## src/rtl/bcd_countdown_monitor_if.sv

```systemverilog
// Bundle between the BCD down-counter, the monitor and the display/status logic.
// The seg signal exists only when SEG_OUT_EN is defined.
interface bcd_countdown_monitor_if #(
    parameter int RUN_W = 8
);
    logic [3:0]       count_in;
    logic             count_vld;
    logic             clr_err;
    logic             run_done;
    logic             zero_flag;
    logic             err;
    logic [1:0]       err_code;
    logic [RUN_W-1:0] run_cnt;
    logic [1:0]       state;
`ifdef SEG_OUT_EN
    logic [6:0]       seg;
`endif

    // count_vld is a strobe with no ready: every cycle it is high, count_in is consumed.
    modport master (
        output count_in, count_vld, clr_err,
        input  run_done, zero_flag, err, err_code, run_cnt, state
`ifdef SEG_OUT_EN
        , seg
`endif
    );

    modport slave (
        input  count_in, count_vld, clr_err,
        output run_done, zero_flag, err, err_code, run_cnt, state
`ifdef SEG_OUT_EN
        , seg
`endif
    );
endinterface

```

## src/rtl/bcd_countdown_monitor.sv

```systemverilog
// Checks that a 9..0 BCD down-counter steps by one per valid sample, counts runs, flags errors.
// Optional seven-segment output is built only when SEG_OUT_EN is defined.
module bcd_countdown_monitor #(
    parameter int START_VAL = 9,
    parameter int RUN_W     = 8
) (
    input  logic                   clk,
    input  logic                   rst,
    bcd_countdown_monitor_if.slave mon
);

    typedef enum logic [1:0] {
        IDLE  = 2'b00,
        TRACK = 2'b01,
        ERROR = 2'b10
    } state_t;

    localparam logic [3:0] START_CODE = 4'(START_VAL);
    localparam logic [1:0] CODE_NONE  = 2'b00;
    localparam logic [1:0] CODE_ILL   = 2'b01;
    localparam logic [1:0] CODE_SKIP  = 2'b10;
    localparam logic [1:0] CODE_UNDER = 2'b11;

    state_t           state_q;
    logic [3:0]       prev_q;
    logic             run_done_q;
    logic             zero_flag_q;
    logic             err_q;
    logic [1:0]       err_code_q;
    logic [RUN_W-1:0] run_cnt_q;

    logic             illegal;
    logic             enter_err_d;
    logic [1:0]       err_code_d;
    logic [RUN_W-1:0] run_cnt_d;

    assign illegal   = (mon.count_in >= 4'd10) && (mon.count_in <= 4'd14);
    assign run_cnt_d = (&run_cnt_q) ? run_cnt_q : run_cnt_q + RUN_W'(1);

    // Classify the current sample against the tracked value.
    always_comb begin
        enter_err_d = 1'b0;
        err_code_d  = CODE_NONE;
        if (mon.count_vld) begin
            case (state_q)
                IDLE: begin
                    if (illegal) begin
                        enter_err_d = 1'b1;
                        err_code_d  = CODE_ILL;
                    end
                end
                TRACK: begin
                    if (mon.count_in == prev_q || mon.count_in == prev_q - 4'd1 ||
                        mon.count_in == START_CODE) begin
                        enter_err_d = 1'b0;
                    end else if (mon.count_in == 4'hF) begin
                        enter_err_d = 1'b1;
                        err_code_d  = CODE_UNDER;
                    end else if (illegal) begin
                        enter_err_d = 1'b1;
                        err_code_d  = CODE_ILL;
                    end else begin
                        enter_err_d = 1'b1;
                        err_code_d  = CODE_SKIP;
                    end
                end
                default: enter_err_d = 1'b0;
            endcase
        end
    end

    always_ff @(posedge clk) begin
        if (!rst) begin
            state_q     <= IDLE;
            prev_q      <= 4'd0;
            run_done_q  <= 1'b0;
            zero_flag_q <= 1'b0;
            err_q       <= 1'b0;
            err_code_q  <= CODE_NONE;
            run_cnt_q   <= '0;
        end else begin
            run_done_q <= 1'b0;
            case (state_q)
                IDLE: begin
                    if (enter_err_d) begin
                        state_q    <= ERROR;
                        err_q      <= 1'b1;
                        err_code_q <= err_code_d;
                    end else if (mon.count_vld && mon.count_in == START_CODE) begin
                        prev_q      <= START_CODE;
                        zero_flag_q <= 1'b0;
                        state_q     <= TRACK;
                    end
                end
                TRACK: begin
                    if (enter_err_d) begin
                        state_q    <= ERROR;
                        err_q      <= 1'b1;
                        err_code_q <= err_code_d;
                    end else if (mon.count_vld && mon.count_in != prev_q) begin
                        // Either a one-step decrement or a resync to the start value.
                        prev_q      <= mon.count_in;
                        zero_flag_q <= (mon.count_in == 4'd0);
                        if (mon.count_in == 4'd0) begin
                            run_done_q <= 1'b1;
                            run_cnt_q  <= run_cnt_d;
                            state_q    <= IDLE;
                        end
                    end
                end
                ERROR: begin
                    if (mon.clr_err) begin
                        state_q    <= IDLE;
                        err_q      <= 1'b0;
                        err_code_q <= CODE_NONE;
                    end
                end
                default: state_q <= IDLE;
            endcase
        end
    end

    assign mon.run_done  = run_done_q;
    assign mon.zero_flag = zero_flag_q;
    assign mon.err       = err_q;
    assign mon.err_code  = err_code_q;
    assign mon.run_cnt   = run_cnt_q;
    assign mon.state     = state_q;

`ifdef SEG_OUT_EN
    localparam logic [6:0] SEG_DASH = 7'h40;

    logic [6:0] seg_q;
    logic [6:0] seg_d;

    always_comb begin
        case (mon.count_in)
            4'd0:    seg_d = 7'h3F;
            4'd1:    seg_d = 7'h06;
            4'd2:    seg_d = 7'h5B;
            4'd3:    seg_d = 7'h4F;
            4'd4:    seg_d = 7'h66;
            4'd5:    seg_d = 7'h6D;
            4'd6:    seg_d = 7'h7D;
            4'd7:    seg_d = 7'h07;
            4'd8:    seg_d = 7'h7F;
            4'd9:    seg_d = 7'h6F;
            default: seg_d = SEG_DASH;
        endcase
    end

    // The dash holds for the whole error episode; clearing blanks the digit.
    always_ff @(posedge clk) begin
        if (!rst) begin
            seg_q <= 7'h00;
        end else if (state_q == ERROR) begin
            if (mon.clr_err) begin
                seg_q <= 7'h00;
            end
        end else if (mon.count_vld) begin
            seg_q <= enter_err_d ? SEG_DASH : seg_d;
        end
    end

    assign mon.seg = seg_q;
`endif

endmodule

```

## src/flat_wrapper.sv

```systemverilog
// flat-port wrapper written by rule: the top's interface ports become plain ports
module bcd_countdown_monitor_flat 
#(
    parameter int START_VAL = 9,
    parameter int RUN_W     = 8
)
  (clk, rst, mon_count_in, mon_count_vld, mon_clr_err, mon_run_done, mon_zero_flag, mon_err, mon_err_code, mon_run_cnt, mon_state);
  bcd_countdown_monitor_if #(.RUN_W(RUN_W)) mon_i ();
  input  logic clk;
  input  logic rst;
  input wire logic [$bits(mon_i.count_in)-1:0] mon_count_in;
  input wire logic [$bits(mon_i.count_vld)-1:0] mon_count_vld;
  input wire logic [$bits(mon_i.clr_err)-1:0] mon_clr_err;
  output wire logic [$bits(mon_i.run_done)-1:0] mon_run_done;
  output wire logic [$bits(mon_i.zero_flag)-1:0] mon_zero_flag;
  output wire logic [$bits(mon_i.err)-1:0] mon_err;
  output wire logic [$bits(mon_i.err_code)-1:0] mon_err_code;
  output wire logic [$bits(mon_i.run_cnt)-1:0] mon_run_cnt;
  output wire logic [$bits(mon_i.state)-1:0] mon_state;
  assign mon_i.count_in = mon_count_in;
  assign mon_i.count_vld = mon_count_vld;
  assign mon_i.clr_err = mon_clr_err;
  assign mon_run_done = mon_i.run_done;
  assign mon_zero_flag = mon_i.zero_flag;
  assign mon_err = mon_i.err;
  assign mon_err_code = mon_i.err_code;
  assign mon_run_cnt = mon_i.run_cnt;
  assign mon_state = mon_i.state;
  bcd_countdown_monitor #(.START_VAL(START_VAL), .RUN_W(RUN_W)) u_core (.clk(clk), .rst(rst), .mon(mon_i));
endmodule
```

## config.mk

```make
export PLATFORM = sky130hd
export DESIGN_NAME = bcd_countdown_monitor_flat
export DESIGN_NICKNAME = d
export VERILOG_FILES = /design/src/rtl/bcd_countdown_monitor_if.sv /design/src/rtl/bcd_countdown_monitor.sv /design/src/flat_wrapper.sv
export SDC_FILE = /design/constraint.sdc
export NUM_CORES = 1
export LEC_CHECK = 0
export CORE_MARGIN = 1
export CORE_UTILIZATION = 45
export CTS_CLUSTER_DIAMETER = 60
export DETAILED_ROUTE_END_ITERATION = 7
export PLACE_DENSITY = 0.87
export SLEW_MARGIN = 20
export SYNTH_ARGS = -nofsm -noshare
export SYNTH_HDL_FRONTEND = slang
export SYNTH_SLANG_ARGS = --single-unit
```

## constraint.sdc

```tcl
create_clock -name clk -period 2.1 [get_ports clk]
set_input_delay 0.525 -clock clk [delete_from_list [all_inputs] [get_ports clk]]
set_output_delay 0.525 -clock clk [all_outputs]
set_load 0.03 [all_outputs]
```

==> results.sh <==
export IMPL_drc_errors=0
export IMPL_insertedDiodeCount=0
export IMPL_fin_crit_sh_pct=101
export IMPL_cts_hold_buf=0
export IMPL_synth_area_mm2=0.00109
export IMPL_antenna_found_initial=0
export IMPL_cap_viol_max_count=0
export IMPL_die_w_um=51.1
export IMPL_status="complete, but fails checks"
export IMPL_fmax_mhz=469
export IMPL_via_per_inst=5.63
export IMPL_dieArea_mm2=0.00261
export IMPL_syn_to_final_growth_pct=49.3
export IMPL_clockBufferDepth=2
export IMPL_cts_tree="yes"
export IMPL_initial_core_util_pct=48.6
export IMPL_antenna_left=0
export IMPL_cts_max_level=1
export IMPL_rsz0062_at_grt="true"
export IMPL_crit_type="in -> reg"
export IMPL_syn_inst=122
export IMPL_io_pins=23
export IMPL_cp_required_ns=2.34
export IMPL_cp_cell_sequence="clkdlybuf4s50_1 > nand2_1 > nor4_4 > nand2_2 > or4_1 > a21boi_1"
export IMPL_fillers=165
export IMPL_final_cell_mix="buf_4, clkdlybuf4s50_1, dfxtp_1"
export IMPL_numPlacedInstances=185
export IMPL_critPathSlowestCell="clkdlybuf4s50_1"
export IMPL_cpLargestDelayFamily="simple AND/OR/NAND/NOR gates"
export IMPL_cts_sinks=19
export IMPL_grt_pass1_vias=1067
export IMPL_slowest_delay_ns=0.56
export IMPL_max_vdd_ir_drop_v=0.000337
export IMPL_clk_latency_ns=0.30
export IMPL_track_usage_pct=24.5
export IMPL_cp_start_kind="input port"
export IMPL_worstPathArrival_ns=2.37
export IMPL_finalCriticalPeriod_ns=2.13
export IMPL_r2r_start="u_core.prev_q[0]"
export IMPL_p_leak_nw=0.620
export IMPL_core_area_mm2=0.00223
export IMPL_pre_cts_ws_ns=-0.658
export IMPL_dr_pass1_iters=4
export IMPL_synth_largest_area_cell="dfxtp_1"
export IMPL_finalWirelength_um=2980
export IMPL_rows=17
export IMPL_hold_class="reg -> reg"
export IMPL_gr_total_overflow=0
export IMPL_async_flop_share_pct=0
export IMPL_synthTopCellsByArea="dfxtp_1, mux2i_1, xor2_1"
export IMPL_fin_area_mm2=0.00162
export IMPL_finalCoreUtilization_pct=72.6
export IMPL_avgSynthCellArea_um2=8.90
export IMPL_synth_top_area_share_pct=35.0
export IMPL_synth_enable_flop_cells=0
export IMPL_yosys_register_bits=19
export IMPL_violations="negative setup slack"
export IMPL_clk_pin_slew_ns=0.10
export IMPL_place_area_mm2=0.00145
export IMPL_fin_ws_ns=-0.0309
export IMPL_crit_fanout=6
export IMPL_final_cells=199
export IMPL_slew_headroom_pct=66.4
export IMPL_skew_ns=0.00509
export IMPL_yosysUniqueCellTypes=41
export IMPL_drtIter0Drc=29
export IMPL_final_max_slew_viol_count=0
export IMPL_num_vias=1121
export IMPL_synth_top_flop_cell="dfxtp_1"
export IMPL_cts_made_buffers=3
export IMPL_crit_buf_inv=1
export IMPL_setup_violations=1
export IMPL_power_density_mw_per_mm2=422
export IMPL_layout_cells_most_common="buf_4"
export IMPL_min_from="u_core.mon.err_code[0]"
export IMPL_io_buffers=22
export IMPL_cp_end_kind="flip-flop"
export IMPL_cts_root_buf="clkbuf_4"
export IMPL_grt_max_degree=16
export IMPL_fin_nets=182
export IMPL_whs_ns=0.470
export IMPL_gp_congestion=0.874
export IMPL_hold_viol=0
export IMPL_layout_drive_gt1_share_pct=31.6
export IMPL_seq_area_frac_synth_pct=35.0
export IMPL_yosysWarnings=0
export IMPL_worst_pin_slew_ns=0.502
export IMPL_dp_hpwl_um=1960
export IMPL_grt_pass1_wl_um=4690
export IMPL_synth_nets=132
export IMPL_wl_per_cell_um=15.0
export IMPL_die_h_um=51.1
export IMPL_startpoint="mon_count_vld"
worst paths after layout:
check,end,slack (ns),cells after the start
setup / recovery,u_core.mon.run_cnt[7],-0.03,6
setup reg to reg,u_core.mon.run_cnt[7],-0.02,8
hold / removal,u_core.mon.err_code[0],0.47,2
hold reg to reg,u_core.mon.err_code[0],0.47,2
cells in the mapped netlist, types with 2 or more instances:
library cell	number
dfxtp_1	19
nand2_1	13
nand3_1	9
mux2i_1	7
xor2_1	7
nor2_1	6
a21boi_0	5
and2_1	3
clkbuf_1	3
inv_1	3
nor3_1	3
nor4_1	3
o21ai_0	3
xnor2_1	3
a21boi_1	2
ha_1	2
nand2b_1	2
nand3b_1	2
nand4_1	2
nor2b_1	2
o31ai_1	2
or4_1	2
cell type report:
type / count / area [um2] / area share [%]
clock buffer: 4 / 26.3 / 1.62
sequential: 19 / 385 / 23.8
tap: 28 / 35.0 / 2.16
timing repair buffer: 49 / 415 / 25.6
multi-input combinational: 96 / 748 / 46.1
inverter: 3 / 11.3 / 0.694
where the power goes:
part | internal, mW | switching (mW)
clock network | 0.0741 | 0.112
registers | 0.364 | 0.00473
logic | 0.0635 | 0.0655
logic make-up (layout without fill, tap and decap cells):
group,count (synthesis),after routing,synth area share (%)
flip-flops,19,19,35.0
buffers and inverters,7,56,3.11
adder cells (fa/ha/maj),2,2,2.30
XOR/XNOR,10,10,8.07
AND/OR/NAND/NOR,56,56,30.0
multiplexers,7,7,6.45
AO/OA/AOI/OAI,21,21,15.1
worst register-to-register path, cell delays in order (launching register included):
cell      delay, ns
dfxtp_4        0.36
inv_2          0.04
ha_4           0.26
xor2_1         0.13
nand2_1        0.11
o31ai_4        0.33
nand2_2        0.15
or4_1          0.53
a21boi_1       0.13
layer usage:
layer / wire length (um) / vias to the layer above / part of all wire [%] / global-route usage (%)
met5: 0 / - / 0 / 0
met1: 1250 / 541 / 42 / 28.0
met4: 104 / 0 / 3.5 / 12.5
met3: 87 / 15 / 2.9 / 2.68
li1: - / 536 / - / -
met2: 1540 / 29 / 52 / 44.1
sequential cells by signal, summed over array words and instances (netlist names):
signal,flops
u_core.prev_q,4
u_core.mon.zero_flag,1
u_core.mon.run_cnt,8
u_core.mon.run_done,1
u_core.mon.err_code,2
u_core.mon.state,2
u_core.mon.err,1
what timing repair did:
action / CTS / global route
pin swaps: 4 / 10
resized for setup: 17 / 15
setup endpoints to repair: 19 / 16
setup buffers: 5 / 5
stage by stage:
| stage | setup TNS (ns) | power, mW |
|---|---|---|
| after global routing | -0.334 | 0.712 |
| final | -0.0309 | 0.684 |
| after floorplan | -0.126 | 0.431 |
| after CTS | 0 | 0.677 |
| after global placement | -8.15 | 0.479 |
| after detailed placement | -9.83 | 0.483 |
No activity file was read; power rests on OpenSTA's default activity.
